==> config.mk <==
export PLATFORM = sky130hd
export DESIGN_NAME = uart_tx_engine
export DESIGN_NICKNAME = d
export VERILOG_FILES = /design/src/rtl/uart_tx_engine.sv
export SDC_FILE = /design/constraint.sdc
export NUM_CORES = 1
export LEC_CHECK = 0
export ABC_AREA = 1
export CORE_MARGIN = 2
export CORE_UTILIZATION = 58
export DETAILED_ROUTE_END_ITERATION = 16
export DONT_BUFFER_PORTS = 1
export PLACE_DENSITY = 0.78
export SKIP_CTS_REPAIR_TIMING = 1
export SYNTH_ARGS = -nofsm -noshare
export SYNTH_HDL_FRONTEND = slang
export SYNTH_SLANG_ARGS = --single-unit
==> constraint.sdc <==
create_clock -name clk -period 6 [get_ports clk]
set_input_delay 0.9 -clock clk [delete_from_list [all_inputs] [get_ports clk]]
set_output_delay 0.9 -clock clk [all_outputs]
set_load 0.01 [all_outputs]
==> src/rtl/uart_tx_engine.sv <==
// uart_tx_engine
// Transmit controller for the UART. Accepts a byte through a load/ready
// handshake and serialises an 11-bit-time frame onto tx:
//   eight=1 : start(0), d0..d7, P, stop(1)
//   eight=0 : start(0), d0..d6, P, stop(1), stop(1)
// where P is the even/odd parity of the used data bits when pen=1, else 1.
// Each bit is held for K = max(baud_k, 2) clock cycles.
//
// Handshake: txrdy=1 means a byte may be offered. A byte is accepted on a
// rising edge where load=1 and txrdy=1. A load seen while txrdy=0 is
// ignored completely (no queueing, no side effect).
//
// Ports:
//   clk       in   system clock
//   reset     in   asynchronous, active-high reset
//   baud_k    in   bit time in clk cycles (0 and 1 behave as 2)
//   eight     in   1 = 8 data bits, 0 = 7 data bits
//   pen       in   parity enable
//   ohel      in   parity sense, 1 = odd, 0 = even
//   load      in   one-cycle write strobe for out_port
//   out_port  in   byte to transmit
//   tx        out  serial output, idles high (registered)
//   txrdy     out  ready to accept a byte (registered)

module uart_tx_engine (
  input  logic        clk,
  input  logic        reset,
  input  logic [18:0] baud_k,
  input  logic        eight,
  input  logic        pen,
  input  logic        ohel,
  input  logic        load,
  input  logic [7:0]  out_port,
  output logic        tx,
  output logic        txrdy
);

  typedef enum logic [1:0] {
    IDLE  = 2'd0,
    START = 2'd1,
    SHIFT = 2'd2
  } state_t;

  state_t      state;
  logic [7:0]  data_q;
  logic        eight_q;
  logic        pen_q;
  logic        ohel_q;
  logic [18:0] k_q;
  logic [10:0] sr;
  logic [18:0] tick_cnt;
  logic [3:0]  bit_cnt;

  logic [18:0] k_in;
  logic        data_xor;
  logic        par_bit;
  logic [10:0] frame;

  // Divisors below 2 are clamped so every bit lasts at least two cycles.
  assign k_in = (baud_k < 19'd2) ? 19'd2 : baud_k;

  // Frame is built from the latched copies only, so input changes during
  // a frame cannot disturb it.
  always_comb begin
    data_xor = eight_q ? (^data_q) : (^data_q[6:0]);
    par_bit  = pen_q ? (data_xor ^ ohel_q) : 1'b1;
    if (eight_q) frame = {1'b1, par_bit, data_q, 1'b0};
    else         frame = {2'b11, par_bit, data_q[6:0], 1'b0};
  end

  always_ff @(posedge clk or posedge reset) begin
    if (reset) begin
      state    <= IDLE;
      tx       <= 1'b1;
      txrdy    <= 1'b1;
      data_q   <= 8'd0;
      eight_q  <= 1'b0;
      pen_q    <= 1'b0;
      ohel_q   <= 1'b0;
      k_q      <= 19'd2;
      sr       <= '1;
      tick_cnt <= 19'd0;
      bit_cnt  <= 4'd0;
    end else begin
      case (state)
        IDLE: begin
          tx    <= 1'b1;
          txrdy <= 1'b1;
          if (load) begin
            data_q  <= out_port;
            eight_q <= eight;
            pen_q   <= pen;
            ohel_q  <= ohel;
            k_q     <= k_in;
            txrdy   <= 1'b0;
            state   <= START;
          end
        end
        START: begin
          sr       <= frame;
          tx       <= frame[0];
          tick_cnt <= 19'd0;
          bit_cnt  <= 4'd0;
          state    <= SHIFT;
        end
        SHIFT: begin
          if (tick_cnt == k_q - 19'd1) begin
            tick_cnt <= 19'd0;
            if (bit_cnt == 4'd10) begin
              // Last stop bit done: back to idle with tx and txrdy high
              // on the same edge.
              bit_cnt <= 4'd0;
              sr      <= '1;
              tx      <= 1'b1;
              txrdy   <= 1'b1;
              state   <= IDLE;
            end else begin
              bit_cnt <= bit_cnt + 4'd1;
              sr      <= {1'b1, sr[10:1]};
              // sr[1] is the LSB after this shift, so tx tracks it.
              tx      <= sr[1];
            end
          end else begin
            tick_cnt <= tick_cnt + 19'd1;
          end
        end
        default: begin
          state <= IDLE;
          tx    <= 1'b1;
          txrdy <= 1'b1;
        end
      endcase
    end
  end

endmodule

==> results.cfg, run 1 <==
[timing]
worstMarginPinSlew_ns = 0.931
rsz0062_at_grt = false
finalSetupViolations = 0
hold_viol_final = 0
fin_skew_ns = 0.0151
max_freq_mhz = 327
final.setup.tns_ns = 0
worst_slew_margin_rel_pct = 37.8
fin_crit_ns = 3.06
finalCritPeriodShare_pct = 51.0
slew_violations = 0

[status]
status = completed

[setup_path]
cp.buffers_inverters = 2
cp.depth = 12
end_kind = flip-flop
r2r_cells = 12
crit_family = simple AND/OR/NAND/NOR gates
crit_fanout = 24
cpMaxStageDelayCell = ha_1
reg2reg_slack_ns = 2.94
crit_required_ns = 6.21
arrival_ns = 3.27
cp_common_cell = nor2_1
path_class = flip-flop to flip-flop
timing.rr.start = state[0]
r2r-end = tick_cnt[17]
start_kind = flip-flop
cp_slowest_stage_delay_ns = 0.77
crit_chain = inv_1 > ha_1 > inv_1 > nor2_1 > nand2_1 > nor2_1 > nand3_1 > nor2_1 > nand3_1 > nor2_1 > xor2_1 > a21oi_1

[pwr]
pwr-share-seq_pct = 36.8
internal-power_mw = 1.13
leakagePower_nw = 2.17
finalPower_mw = 2.13
irDropWorstVdd_uv = 328
clock_power_share_pct = 16.7
power_per_cell_area_nw_per_um2 = 486
pwr-share-comb_pct = 46.6
p_sw_share_pct = 46.9
netSwitchingPower_mw = 0.997

[floorplanning]
die_w_um = 88.6
die-height_um = 88.6
die_area_um2 = 7850
start_util_pct = 60.4
rows = 30
core_um2 = 6870
ioPinCount = 35

[min_path]
hold_class = flip-flop to flip-flop
hold-path-cell-count = 2
hold_path_end = sr[4]
min_from = sr[4]

[cells_and_area]
fillers = 633
final_nets = 610
drive_above_1_share_pct = 7.49
syn2layout_area_growth_pct = 5.33
final_core_util_pct = 63.7
multiInputGateArea_um2 = 2190
diodes = 0
regArea_um2 = 1670

[clock_tree]
path_clk_slew_ns = 0.08
cts_tree = yes
cts_buffers = 9
clock-root-buffer = clkbuf_8
clock_latency_ns = 0.36
h-tree-depth = 3
cts.path.max_buffers = 2
cts_num_sinks = 66

[logic_synthesis]
synth_cell_types = 36
ys_seq_area_share_pct = 40.1
syn-instance-count = 574
ys_warn_count = 0
yosysTopAreaCellShare_pct = 32.5
synth_fp_nets = 615
yosys-top-cells-area = dfrtp_1 (33%), nand2_1 (17%), dfstp_2 (7.6%)
avgSynthCellArea_um2 = 7.23
synth_seq_cells = 66
synth.largest_area_cell = dfrtp_1
syn-cell-area_um2 = 4150

[route]
route.vias.total = 3647
drc_errors = 0
first_iter_violations = 306
ant_nets = 0
drt-vias-per-instance = 5.44
routedWlPerCell_um = 14.1
wl_um = 9430
drt-pass1-iter-count = 5

[placed_design]
io_buffers = 0
place.gp.congestion = 0.925
hpwl_um = 6870

[global_route]
grt_max_degree = 67
grt_overflow_total = 0
grt_pass1_wl_um = 15800
grt_pass1_vias = 3405
track_usage_pct = 26.5
antenna_found_initial = 0

[job]
max_cap_violations = 0
cell families after synthesis:
family / synth area share, %
adder cells (fa/ha/maj): 2.41
AND/OR/NAND/NOR: 35.0
XOR/XNOR: 9.07
AO/OA/AOI/OAI: 6.36
flip-flops: 40.1
buffers and inverters: 7.02
placed cells by master (no fill, tap or decap), drive strengths merged, types with 9 or more instances in the layout:
master / n
xnor2: 21
xor2: 22
dfrtp: 54
a21oi: 24
nor2: 65
o21ai: 18
nand2: 191
clkbuf: 9
nand3: 55
dfstp: 12
nand4: 9
inv: 58
worst max-delay path by stage:
stage / from / to / slack [ns]
floorplan: reset / bit_cnt[0] / 3.47
global placement: state[0] / tick_cnt[17] / 3.28
detailed placement: state[0] / tick_cnt[17] / 3.09
CTS: state[0] / tick_cnt[17] / 3.03
global route: state[0] / tick_cnt[17] / 2.60
finish: state[0] / tick_cnt[17] / 2.94
state kept, by name (all words and copies together) (netlist names):
name / flops
sr: 9
data_q: 8
bit_cnt: 4
state: 2
ohel_q: 1
pen_q: 1
tick_cnt: 19
eight_q: 1
k_q: 19
tx: 1
txrdy: 1
area by class of cell:
| cell class | count | area share (%) |
|---|---|---|
| clock inverters | 7 | 1.34 |
| well taps | 96 | 2.75 |
| inverters | 54 | 4.64 |
| flip-flops and latches | 66 | 38.1 |
| multi-input cells | 437 | 50.2 |
| repair buffers | 1 | 0.172 |
| clock buffers | 9 | 2.83 |
routing by layer:
metal	part of all wire [%]	global-route usage (%)
met4	1.2	6.61
met3	4.0	6.25
met2	50	45.5
met5	0	0
met1	45	34.0
power by group through the flow:
stage	combinational [mW]	sequential [mW]	clock [mW]
global placement	0.949	0.780	0
global route	1.15	0.798	0.380
floorplan	0.829	0.742	0
CTS	0.989	0.780	0.361
detailed placement	0.985	0.786	0
finish	0.990	0.781	0.355
cell usage after synthesis:
| cell type | instances |
|---|---|
| dfstp_2 | 12 |
| buf_1 | 3 |
| clkinv_1 | 1 |
| clkbuf_1 | 6 |
| buf_2 | 5 |
| nor2_2 | 4 |
| nand2_1 | 187 |
| dfrtp_1 | 54 |
| nand2_4 | 2 |
| xnor2_1 | 21 |
| nor3_1 | 6 |
| nand3_1 | 55 |
| buf_6 | 2 |
| a21o_1 | 1 |
| inv_1 | 52 |
| a21oi_1 | 24 |
| a21boi_0 | 1 |
| nand4_1 | 9 |
| o22a_1 | 2 |
| nor3_2 | 1 |
| nor2_4 | 1 |
| nand2_2 | 2 |
| xor2_1 | 22 |
| nor2_1 | 59 |
| o21bai_1 | 1 |
| o21ai_0 | 18 |
| a22oi_1 | 1 |
| nor4_1 | 4 |
| and2_1 | 2 |
| or2_2 | 1 |
| ha_1 | 8 |
| o22ai_1 | 1 |
| inv_2 | 1 |
| buf_4 | 1 |
| nand3b_1 | 3 |
| nor2_8 | 1 |
through the flow:
step	cell area, um^2	std cells	hold WS [ns]	worst slack, ns
3_5_place_dp	4190	654	0.476	3.09
6_report	4370	670	0.484	2.94
5_1_grt	4370	670	0.503	2.60
3_3_place_gp	4190	654	0.470	3.28
4_1_cts	4370	670	0.487	3.03
2_1_floorplan	4150	574	0.449	3.47
worst min-delay path, stage by stage, from the launching register on:
cell     delay (ns)
dfstp_2        0.38
nand3_1        0.07
nand2_1        0.05
Note: power is estimated with default switching activity, not from simulation.
==> run 2, diff against run 1 <==
Settings changed: PLACE_DENSITY 0.78 to 0.8.
Clock period 6 ns to 2.67 ns, I/O delays scaled along.
==> results.cfg, run 2 (synthesis gave the netlist of run 1 again) <==
[route]
drt-pass1-iter-count = 5
drc_errors = 0
route.vias.total = 3657
drt-vias-per-instance = 5.41
first_iter_violations = 236
wl_um = 9330
ant_nets = 0
routedWlPerCell_um = 13.8

[placed_design]
io_buffers = 0
hpwl_um = 7010
place.gp.congestion = 0.954

[cells_and_area]
fillers = 603
drive_above_1_share_pct = 8.45
syn2layout_area_growth_pct = 7.11
final_nets = 616
reg_top3 = k_q: 19 flops, tick_cnt: 19 flops, sr: 9 flops
layout_common_cells = nand2_1 (187), nor2_1 (59), nand3_1 (55)
diodes = 0
mostFrequentLayoutCell = nand2_1

[timing]
final.setup.tns_ns = 0
finalSetupViolations = 0
worst_slew_margin_rel_pct = 43.1
worstMarginPinSlew_ns = 0.852
slew_violations = 0
finalCritPeriodShare_pct = 89.7
hold_viol_final = 9
rsz0062_at_grt = false
max_freq_mhz = 417
fin_crit_ns = 2.40
fin_skew_ns = 0.0133
worst_hold_slack_ns = -0.0136

[floorplanning]
ioPinCount = 35
die_area_um2 = 7850
core_um2 = 6870
die-height_um = 88.6
start_util_pct = 60.4
rows = 30
die_w_um = 88.6

[clock_tree]
cts.path.max_buffers = 2
path_clk_slew_ns = 0.09
h-tree-depth = 3
clock_latency_ns = 0.35
cts_tree = yes
clock-root-buffer = clkbuf_8
cts_buffers = 9
cts_num_sinks = 66

[status]
status = finished with violations
violations = negative hold slack

[setup_path]
cp_common_cell = nand2_1
cp_slowest_stage_delay_ns = 0.38
start_kind = flip-flop
crit_fanout = 37
end_kind = flip-flop
crit_required_ns = 2.91
crit_chain = inv_1 > ha_1 > nand2_4 > nor2_8 > nand3_1 > nand2_1 > nand2_1 > nor2_1 > nand2_1 > nor2_2 > nand2_2 > nand2_8 > nand2_1 > nand2_1 > nand2_1
path_class = flip-flop to flip-flop
cpMaxStageDelayCell = dfrtp_1
arrival_ns = 2.63

[pwr]
finalPower_mw = 4.88
leakagePower_nw = 2.21
power_per_cell_area_nw_per_um2 = 1100
irDropWorstVdd_uv = 605

[job]
max_cap_violations = 0

[min_path]
hold_class = primary input to asynchronous set/reset pin

[global_route]
grt_max_degree = 38
grt_pass1_vias = 3636
track_usage_pct = 27.1
grt_overflow_total = 0
antenna_found_initial = 0
grt_pass1_wl_um = 16300
run 2: cell count changes in the layout (fill, tap and decap cells not counted):
cell / delta
clkinvlp_4: +1
bufinv_16: +1
inv_6: -4
clkinv_4: +2
nand2_4: -1
nand2_8: +1
buf_4: +6
run 2: power by group:
| part | switching, mW | internal, mW | leakage [nW] |
|---|---|---|---|
| Sequential | 0.344 | 1.41 | 0.830 |
| Clock | 0.424 | 0.437 | 0.0921 |
| Combinational | 1.46 | 0.807 | 1.28 |
run 2: area by class of cell:
cell class	count	area [um^2]	share of cell area (%)
inverter	54	203	4.56
tap	96	120	2.70
multi-input combinational	437	2200	49.5
timing repair buffer	7	52.6	1.18
clock inverter	7	78.8	1.77
clock buffer	9	124	2.79
sequential	66	1670	37.5
run 2: metal layers:
metal  track usage, %  vias to the layer above  share of wire (%)
li1                 -                     1825                  -
met1             33.9                     1711                 44
met2             46.1                      102                 49
met3             7.00                       19                5.6
met4             8.68                        0                1.5
met5                0                        -                  0
run 2: worst max-delay path: cells and delay by family, from the launching register on:
family | cells | cell delay, ns
DFF | 1 | 0.38
and+or+nand+nor | 13 | 1.47
buffers and inverters | 1 | 0.13
adders and majority gates | 1 | 0.28
run 2: metrics by stage:
stage	utilization (%)	instance area (um^2)	hold slack [ns]	std cells	setup WS, ns
6_report	64.7	4450	-0.0136	676	0.274
5_1_grt	64.7	4450	0.0219	676	0.0114
4_1_cts	64.6	4440	-0.00307	676	0.222
3_5_place_dp	61.7	4240	0.380	660	0.235
3_3_place_gp	61.7	4240	0.371	660	0.379
2_1_floorplan	-	4150	0.449	574	0.586
run 2: final timing paths:
| check | start | endpoint | slack, ns | cells past startpoint |
|---|---|---|---|---|
| max in group asynchronous | reset | sr[3] | 1.92 | 2 |
| max reg2reg | k_q[0] | state[0] | 0.27 | 15 |
| max | k_q[0] | state[0] | 0.27 | 15 |
| min reg2reg | sr[9] | sr[9] | 0.48 | 2 |
| min in group clk | baud_k[12] | k_q[12] | 0.15 | 2 |
| min | reset | tick_cnt[1] | -0.01 | 1 |
==> run 3, diff against run 2 <==
Settings changed: CAP_MARGIN from default to 20, CTS_BUF_LIST from default to sky130_fd_sc_hd__clkbuf_8.
==> results of run 3 <==
Final layout, timing and power as in run 2 (identical DEF).
